File: config.mk
export PLATFORM = sky130hd
export DESIGN_NAME = ber_delay_line
export DESIGN_NICKNAME = d
export VERILOG_FILES = /design/src/rtl/ber_delay_line.sv
export SDC_FILE = /design/constraint.sdc
export NUM_CORES = 1
export LEC_CHECK = 0
export CORE_MARGIN = 3
export CORE_UTILIZATION = 39
export CTS_CLUSTER_SIZE = 14
export DETAILED_ROUTE_END_ITERATION = 12
export GPL_TIMING_DRIVEN = 1
export PLACE_DENSITY = 0.62
export SLEW_MARGIN = 20
export SYNTH_ARGS = -nofsm -noshare
export SYNTH_HDL_FRONTEND = slang
export SYNTH_SLANG_ARGS = --single-unit
File: constraint.sdc
create_clock -name clk -period 2.48 [get_ports clk]
set_clock_uncertainty 0.2 [all_clocks]
set_input_delay 0.372 -clock clk [delete_from_list [all_inputs] [get_ports clk]]
set_output_delay 0.372 -clock clk [all_outputs]
set_load 0.02 [all_outputs]
File: src/rtl/ber_delay_line.sv
// Transmit-bit history: entry 0 is the newest bit, with one read tap selected by latency.
module ber_delay_line #(
  parameter int DEPTH = 64,
  parameter int SEL_W = $clog2(DEPTH)
) (
  input  logic             clk,
  input  logic             rst,
  input  logic             shift_en,
  input  logic             din,
  input  logic [SEL_W-1:0] sel,
  output logic             tap
);

  logic [DEPTH-1:0] hist;

  // NOTE: the history is flops rather than RAM, so it gets a reset; a stale history
  // after reset would let a half-filled window align by accident.
  always_ff @(posedge clk or negedge rst) begin
    if (!rst) begin
      hist <= '0;
    end else if (shift_en) begin
      hist <= {hist[DEPTH-2:0], din};
    end
  end

  // The tap is read before the same-cycle shift lands.
  assign tap = hist[sel];

endmodule

== Yosys cells after proc, flatten, opt, wreduce, memory -nomap -nowiden ==
Cells that the tools add are included.

* Register bits after elaboration: 64
* Input bits: 10
* Output and inout bits: 1
* Word-level logic and storage cells: 4

* Magnitude comparators: 1
* Muxes and demuxes: 2

{| class="wikitable"
|+ Operators by type and width
! kind !! number
|-
| $lt 6x7->1 const B || 1
|-
| $bmux 1 s6 || 1
|-
| $mux 1 || 1
|}

== Logic depth before layout (Yosys ltp) ==
Gate-level depths: netlist of run 1.

* Word-level depth: 2
* Gate-level depth with buffers: 7
* Gate-level depth less buffers: 5

== Worst setup path before layout of run 1 ==
No wires, ideal clock.

* Path type: input to output
* Start point: input sel[2]
* End point: output tap
* Data arrival time: 1.635 ns
* Required time: 1.908 ns
* Setup slack: 0.273 ns
* Stages on the path: 6
* Buffers on the path: 1
* Cell sequence: clkbuf_1 mux4_2 inv_1 a221oi_2 a211oi_2 a211oi_2

* Longest elaborated chain between the ends: 2

{| class="wikitable"
|+ Ends and longest elaborated chain
! item !! RTL line !! source
|-
| from (decl) || 10 || <nowiki>input logic [SEL_W-1:0] sel,</nowiki>
|-
| $bmux 1 s6 || 27 || <nowiki>assign tap = hist[sel];</nowiki>
|-
| $mux 1 (not written as such) || 27 ||
|-
| to (decl) || 11 || <nowiki>output logic tap</nowiki>
|}

No other way between the ends. The select of a mux whose other input is x is not followed.

== Worst setup path after layout of run 1 ==
* Start point: register hist[55]
* End point: output tap

* Longest elaborated chain between the ends: 2

{| class="wikitable"
|+ Ends and longest elaborated chain
! item !! RTL line !! source
|-
| from (decl) || 14 || <nowiki>logic [DEPTH-1:0] hist;</nowiki>
|-
| from (signal assigned) || 22 || <nowiki>hist <= {hist[DEPTH-2:0], din};</nowiki>
|-
| $bmux 1 s6 || 27 ||
|-
| $mux 1 (not written as such) || 27 ||
|}

No other way between the ends. The select of a mux whose other input is x is not followed.

==> results of run 1 <==
[cell type report]
class,instances,area (um2)
Clock buffer,13,159
Clock inverter,3,40.0
Fill cell,652,3610
Inverter,4,15.0
Multi-Input combinational cell,116,1300
Sequential cell,64,1600
Tap cell,99,124
Timing Repair Buffer,47,445
[cell usage in the layout (no fill, tap or decap), types with 3 or more instances in the layout]
master	n
dfrtp_1	64
inv_1	4
mux4_2	12
buf_2	3
nand2_1	3
buf_12	4
clkbuf_8	11
clkdlybuf4s50_1	3
buf_4	30
nor2_1	5
nor4_1	3
mux2i_1	5
mux2_2	65
[per-stage QoR]
stage | setup TNS, ns | instances | setup slack, ns | util | cell area (um2)
after floorplan | 0 | 197 | 0.273 | - | 2950
after global placement | -0.862 | 322 | -0.862 | 0.462 | 3370
after detailed placement | -0.884 | 322 | -0.884 | 0.462 | 3370
after CTS | -0.102 | 342 | -0.102 | 0.498 | 3630
after global routing | -0.174 | 346 | -0.174 | 0.505 | 3690
final | -0.0769 | 346 | -0.0769 | 0.505 | 3690
[synthesized netlist by cell type (all sizes together)]
library cell	instances
nand4	1
nor3	2
a32oi	1
nand2b	2
nor4	3
mux4	12
mux2i	5
a2111oi	1
buf	4
mux2	65
and3	2
nor2b	2
dfrtp	64
inv	4
nor2	7
clkbuf	9
a221oi	1
a211oi	3
o211ai	1
nand2	3
a22oi	2
nand3	2
o2111ai	1
[power by group through the flow]
stage          Sequential (W)  Combinational [W]  Clock (W)
2_1_floorplan         0.00136           0.000354          0
3_3_place_gp          0.00141           0.000458          0
3_5_place_dp          0.00141           0.000469          0
4_1_cts               0.00139           0.000481   0.000925
5_1_grt               0.00142           0.000526   0.000965
6_report              0.00139           0.000481   0.000894
[worst min path at each step]
stage                          from                   end  slack [ns]
2_1_floorplan                   rst   hist[0]$_DFFE_PN0P_       -0.12
3_3_place_gp                    rst  hist[60]$_DFFE_PN0P_        0.22
3_5_place_dp                    rst  hist[59]$_DFFE_PN0P_        0.23
4_1_cts        hist[63]$_DFFE_PN0P_  hist[63]$_DFFE_PN0P_        0.33
5_1_grt        hist[18]$_DFFE_PN0P_  hist[18]$_DFFE_PN0P_        0.34
6_report       hist[63]$_DFFE_PN0P_  hist[63]$_DFFE_PN0P_        0.32
[per-layer routing]
| layer | wire length (um) | vias to the layer above | track usage |
|---|---|---|---|
| met5 | 0 | - | 0 |
| met1 | 2580 | 891 | 0.184 |
| met4 | 85 | 0 | 0.0549 |
| met3 | 198 | 8 | 0.0536 |
| met2 | 2450 | 22 | 0.198 |
| li1 | - | 825 | - |
[cell families after synthesis]
group / synth area share
compound gates: 0.0327
simple gates: 0.0407
mux: 0.358
flops: 0.543
buf+inv: 0.0255
[what timing repair did]
action / 4_1_cts / 5_1_grt
hold buffers: 1 / 0
gates cloned: 1 / 0
buffers inserted: 2 / 4
pin swaps: 2 / 3
hold endpoints to repair: 26 / 0
endpoints found under the setup margin: 1 / 1
resized for setup: 14 / 11
==> results.py, run 1 <==
metrics = {
    "clocking": {
        "clockRootBuffer": "clkbuf_8",
        "h-tree-depth": 3,
        "cts_buffer_depth": 2,
        "clock_sinks": 64,
        "cts_made_buffers": 9,
        "clk_latency_ns": 0.34,
        "clkSlewWorstSetupHoldPaths_ns": 0.07,
        "cts_tree": "built",
    },
    "power": {
        "leakagePower_nw": 1.73,
        "switching_share": 0.249,
        "total_power_w": 0.00277,
        "combPwrFrac": 0.174,
        "ir_drop_mv": 0.506,
        "powerDensity_mw_per_mm2": 751,
        "netSwitchingPower_w": 0.000688,
        "p_int_w": 0.00208,
        "clkPwrFrac": 0.323,
        "p_seq_frac": 0.503,
    },
    "placement": {
        "place_hpwl_um": 3340,
        "gp_congestion": 0.714,
        "io_buffers": 10,
    },
    "finish": {
        "diodes": 0,
        "drive_gt1_frac": 0.563,
        "synthToLayoutAreaGrowth_pct": 25.0,
        "largest_register_ffs": 64,
        "reg_top3": "hist: 64 flops",
        "nets": 252,
        "top_register": "hist",
    },
    "floorplanning": {
        "io_pins": 11,
        "num_rows": 31,
        "die_area_mm2": 0.00864,
        "initial_core_util": 0.404,
        "die_w_um": 93.0,
        "die_height_um": 93.0,
        "core_area_mm2": 0.00729,
    },
    "setup_path": {
        "slowest_stage": "mux4_2",
        "cpMostUsedCell": "a211oi_2",
        "worstPathRequired_ns": 1.91,
        "crit_family": "multiplexers",
        "endpoint": "tap",
        "end_kind": "primary output",
        "critical_path_buf_inv_count": 1,
        "path_cells": "mux4_2 > o2111ai_2 > nand3_1 > a211oi_2 > a211oi_2 > buf_4",
        "crit_type": "reg2out",
        "max_stage_delay_ns": 0.50,
        "crit_arrival_ns": 1.98,
        "cp.depth": 6,
        "r2r_cells": 2,
        "cp-startpoint": "hist[55]$_DFFE_PN0P_",
        "timing.rr.start": "hist[50]$_DFFE_PN0P_",
        "crit_path_max_fanout": 2,
        "worstSetupStartpointType": "flop",
        "crit-reg2reg-capture": "hist[51]$_DFFE_PN0P_",
        "reg2reg_slack_ns": 1.38,
    },
    "synthesis": {
        "yosysWarningCount": 0,
        "synth_fp_nets": 207,
        "synth_top_area_share": 0.543,
        "ys_seq_area_frac": 0.543,
        "synth.avg_cell_area_um2": 15.0,
        "syn_inst": 197,
        "netlist_area_mm2": 0.00295,
        "yosys.area.top_type": "dfrtp_1",
        "yosysUniqueCellTypes": 26,
        "synth_seq_cells": 64,
        "yosys-top-cells-area": "dfrtp_1 54%, mux2_2 25%, mux4_2 8.4%",
    },
    "routing": {
        "wirelength_um": 5320,
        "initialDrtViolationCount": 96,
        "vias": 1746,
        "drt_first_pass_iters": 4,
        "wl_per_cell_um": 15.4,
        "drc": 0,
        "via_per_inst": 5.05,
        "drtAntennaViolNets": 0,
    },
    "grt": {
        "grt_overflow": 0,
        "grt_usage": 0.137,
        "grt_pass1_vias": 1786,
        "grt_max_degree": 65,
        "grt_pass1_wl_um": 8950,
        "antenna_found_initial": 0,
    },
    "timing": {
        "timing.fmax_ghz": 0.391,
        "finalCriticalPeriod_ns": 2.56,
        "hold_viol": 0,
        "rsz0062_at_grt": "yes",
        "relSlewSlack": 0.572,
        "drv_slew": 0,
        "holdWs_ns": 0.324,
        "setup_viol": 1,
        "finalCritPeriodShare": 1.03,
        "tightestPinTransition_ns": 0.642,
        "timing.final.ws_setup_ns": -0.0769,
    },
    "run": {
        "cap_violations": 0,
    },
    "status": {
        "violations": "negative setup slack",
        "outcome": "finished with violations",
    },
    "hold_path": {
        "min_path_cells": 1,
        "hp-class": "reg2reg",
    },
}
Power figures use the tool's default switching activity.
==> run 2: changes to the inputs <==
Settings changed: SETUP_SLACK_MARGIN set to 0.3, SLEW_MARGIN 20 to 10.
==> results.py, run 2 (synthesis gave the netlist of run 1 again) <==
metrics = {
    "finish": {
        "final_cell_mix": "65 x mux2_2, 64 x dfrtp_1, 34 x buf_4",
        "top_register": "hist",
        "diodes": 0,
        "largest_register_ffs": 64,
        "fillers": 676,
        "reg_top3": "hist: 64 flops",
        "synthToLayoutAreaGrowth_pct": 22.4,
        "layout_commonest_cell": "mux2_2",
        "drive_gt1_frac": 0.560,
        "nets": 253,
        "finish.utilization": 0.495,
    },
    "grt": {
        "grt_pass1_wl_um": 9320,
        "grt_pass1_vias": 1910,
        "antenna_found_initial": 0,
        "grt_overflow": 0,
        "grt_max_degree": 65,
        "grt_usage": 0.140,
    },
    "placement": {
        "io_buffers": 10,
        "place_hpwl_um": 3690,
        "gp_congestion": 0.770,
    },
    "clocking": {
        "clkSlewWorstSetupHoldPaths_ns": 0.07,
        "cts_tree": "built",
        "clockRootBuffer": "clkbuf_8",
        "clock_sinks": 64,
        "cts_buffer_depth": 2,
        "cts_made_buffers": 9,
        "clk_latency_ns": 0.34,
        "h-tree-depth": 3,
    },
    "setup_path": {
        "max_stage_delay_ns": 0.51,
        "crit_type": "in2out",
        "path_cells": "clkdlybuf4s15_2 > buf_4 > mux4_2 > nand4_1 > nand3_1 > a211oi_2 > a211oi_2 > buf_4",
        "worstPathRequired_ns": 1.91,
        "slowest_stage": "mux4_2",
        "worstSetupStartpointType": "primary input",
        "crit_arrival_ns": 1.97,
        "crit_path_max_fanout": 6,
        "reg2reg_slack_ns": 1.38,
        "cp.depth": 8,
        "r2r_cells": 2,
        "end_kind": "primary output",
        "crit_family": "buffers and inverters",
        "critical_path_buf_inv_count": 3,
    },
    "routing": {
        "drtAntennaViolNets": 0,
        "wl_per_cell_um": 15.1,
        "drc": 0,
        "drt_first_pass_iters": 4,
        "initialDrtViolationCount": 66,
        "vias": 1760,
        "via_per_inst": 5.07,
        "wirelength_um": 5230,
    },
    "floorplanning": {
        "num_rows": 31,
        "initial_core_util": 0.404,
        "die_w_um": 93.0,
        "core_area_mm2": 0.00729,
        "die_height_um": 93.0,
        "io_pins": 11,
        "die_area_mm2": 0.00864,
    },
    "timing": {
        "tightestPinTransition_ns": 0.452,
        "timing.final.ws_setup_ns": -0.0661,
        "hold_viol": 0,
        "rsz0062_at_grt": "yes",
        "setup_total_negative_slack_ns": -0.0661,
        "finalCriticalPeriod_ns": 2.55,
        "drv_slew": 0,
        "timing.fmax_ghz": 0.393,
        "relSlewSlack": 0.699,
        "holdWs_ns": 0.313,
        "finalCritPeriodShare": 1.03,
        "setup_viol": 1,
    },
    "status": {
        "outcome": "finished with violations",
        "violations": "negative setup slack",
    },
    "hold_path": {
        "hp-class": "in2async",
    },
    "power": {
        "netSwitchingPower_w": 0.000677,
        "powerDensity_mw_per_mm2": 726,
        "p_seq_frac": 0.534,
        "clkPwrFrac": 0.289,
        "leakagePower_nw": 1.68,
        "switching_share": 0.259,
        "p_int_w": 0.00194,
        "combPwrFrac": 0.177,
        "ir_drop_mv": 0.346,
    },
    "run": {
        "cap_violations": 0,
    },
}
run 2: worst paths after layout:
check                                      from              endpoint
setup / recovery                         sel[0]                   tap
hold / removal                              rst  hist[39]$_DFFE_PN0P_
setup reg to reg           hist[39]$_DFFE_PN0P_  hist[39]$_DFFE_PN0P_
hold reg to reg            hist[63]$_DFFE_PN0P_  hist[63]$_DFFE_PN0P_
max in group asynchronous                   rst  hist[14]$_DFFE_PN0P_
min in group clk           hist[63]$_DFFE_PN0P_  hist[63]$_DFFE_PN0P_
run 2: power groups by stage:
stage	sequential [W]	combinational [W]	clock (W)
final	0.00140	0.000463	0.000757
after global routing	0.00143	0.000505	0.000834
after CTS	0.00140	0.000472	0.000785
after detailed placement	0.00142	0.000466	0
after global placement	0.00141	0.000456	0
after floorplan	0.00136	0.000354	0
run 2: routing by layer:
layer | global-route usage | wire (um)
met4 | 0.0513 | 85
met1 | 0.187 | 2530
met3 | 0.0479 | 199
met5 | 0 | 0
met2 | 0.210 | 2420
run 2: repair_timing:
item                       in CTS  in global routing
setup endpoints to repair       1                  1
pin swaps                       6                  1
hold endpoints to repair       19                  0
setup buffers                   1                  0
hold buffers                    1                  0
resized for setup              20                  0
gates cloned                    0                  0
run 2: final cells by class:
type                    count  area, um2  area share
inverters                   4       15.0     0.00416
flip-flops and latches     64       1600       0.444
well taps                  99        124      0.0343
multi-input cells         116       1300       0.359
clock buffers              13        149      0.0413
clock inverters             3       17.5     0.00485
repair buffers             48        405       0.112
run 2: per-stage QoR:
step | std cells | instance area (um2) | setup WS, ns | total power (W)
6_report | 347 | 3610 | -0.0661 | 0.00262
5_1_grt | 347 | 3610 | -0.194 | 0.00277
4_1_cts | 347 | 3610 | -0.107 | 0.00266
3_5_place_dp | 329 | 3400 | -0.873 | 0.00188
2_1_floorplan | 197 | 2950 | 0.308 | 0.00171
3_3_place_gp | 329 | 3400 | -0.831 | 0.00187
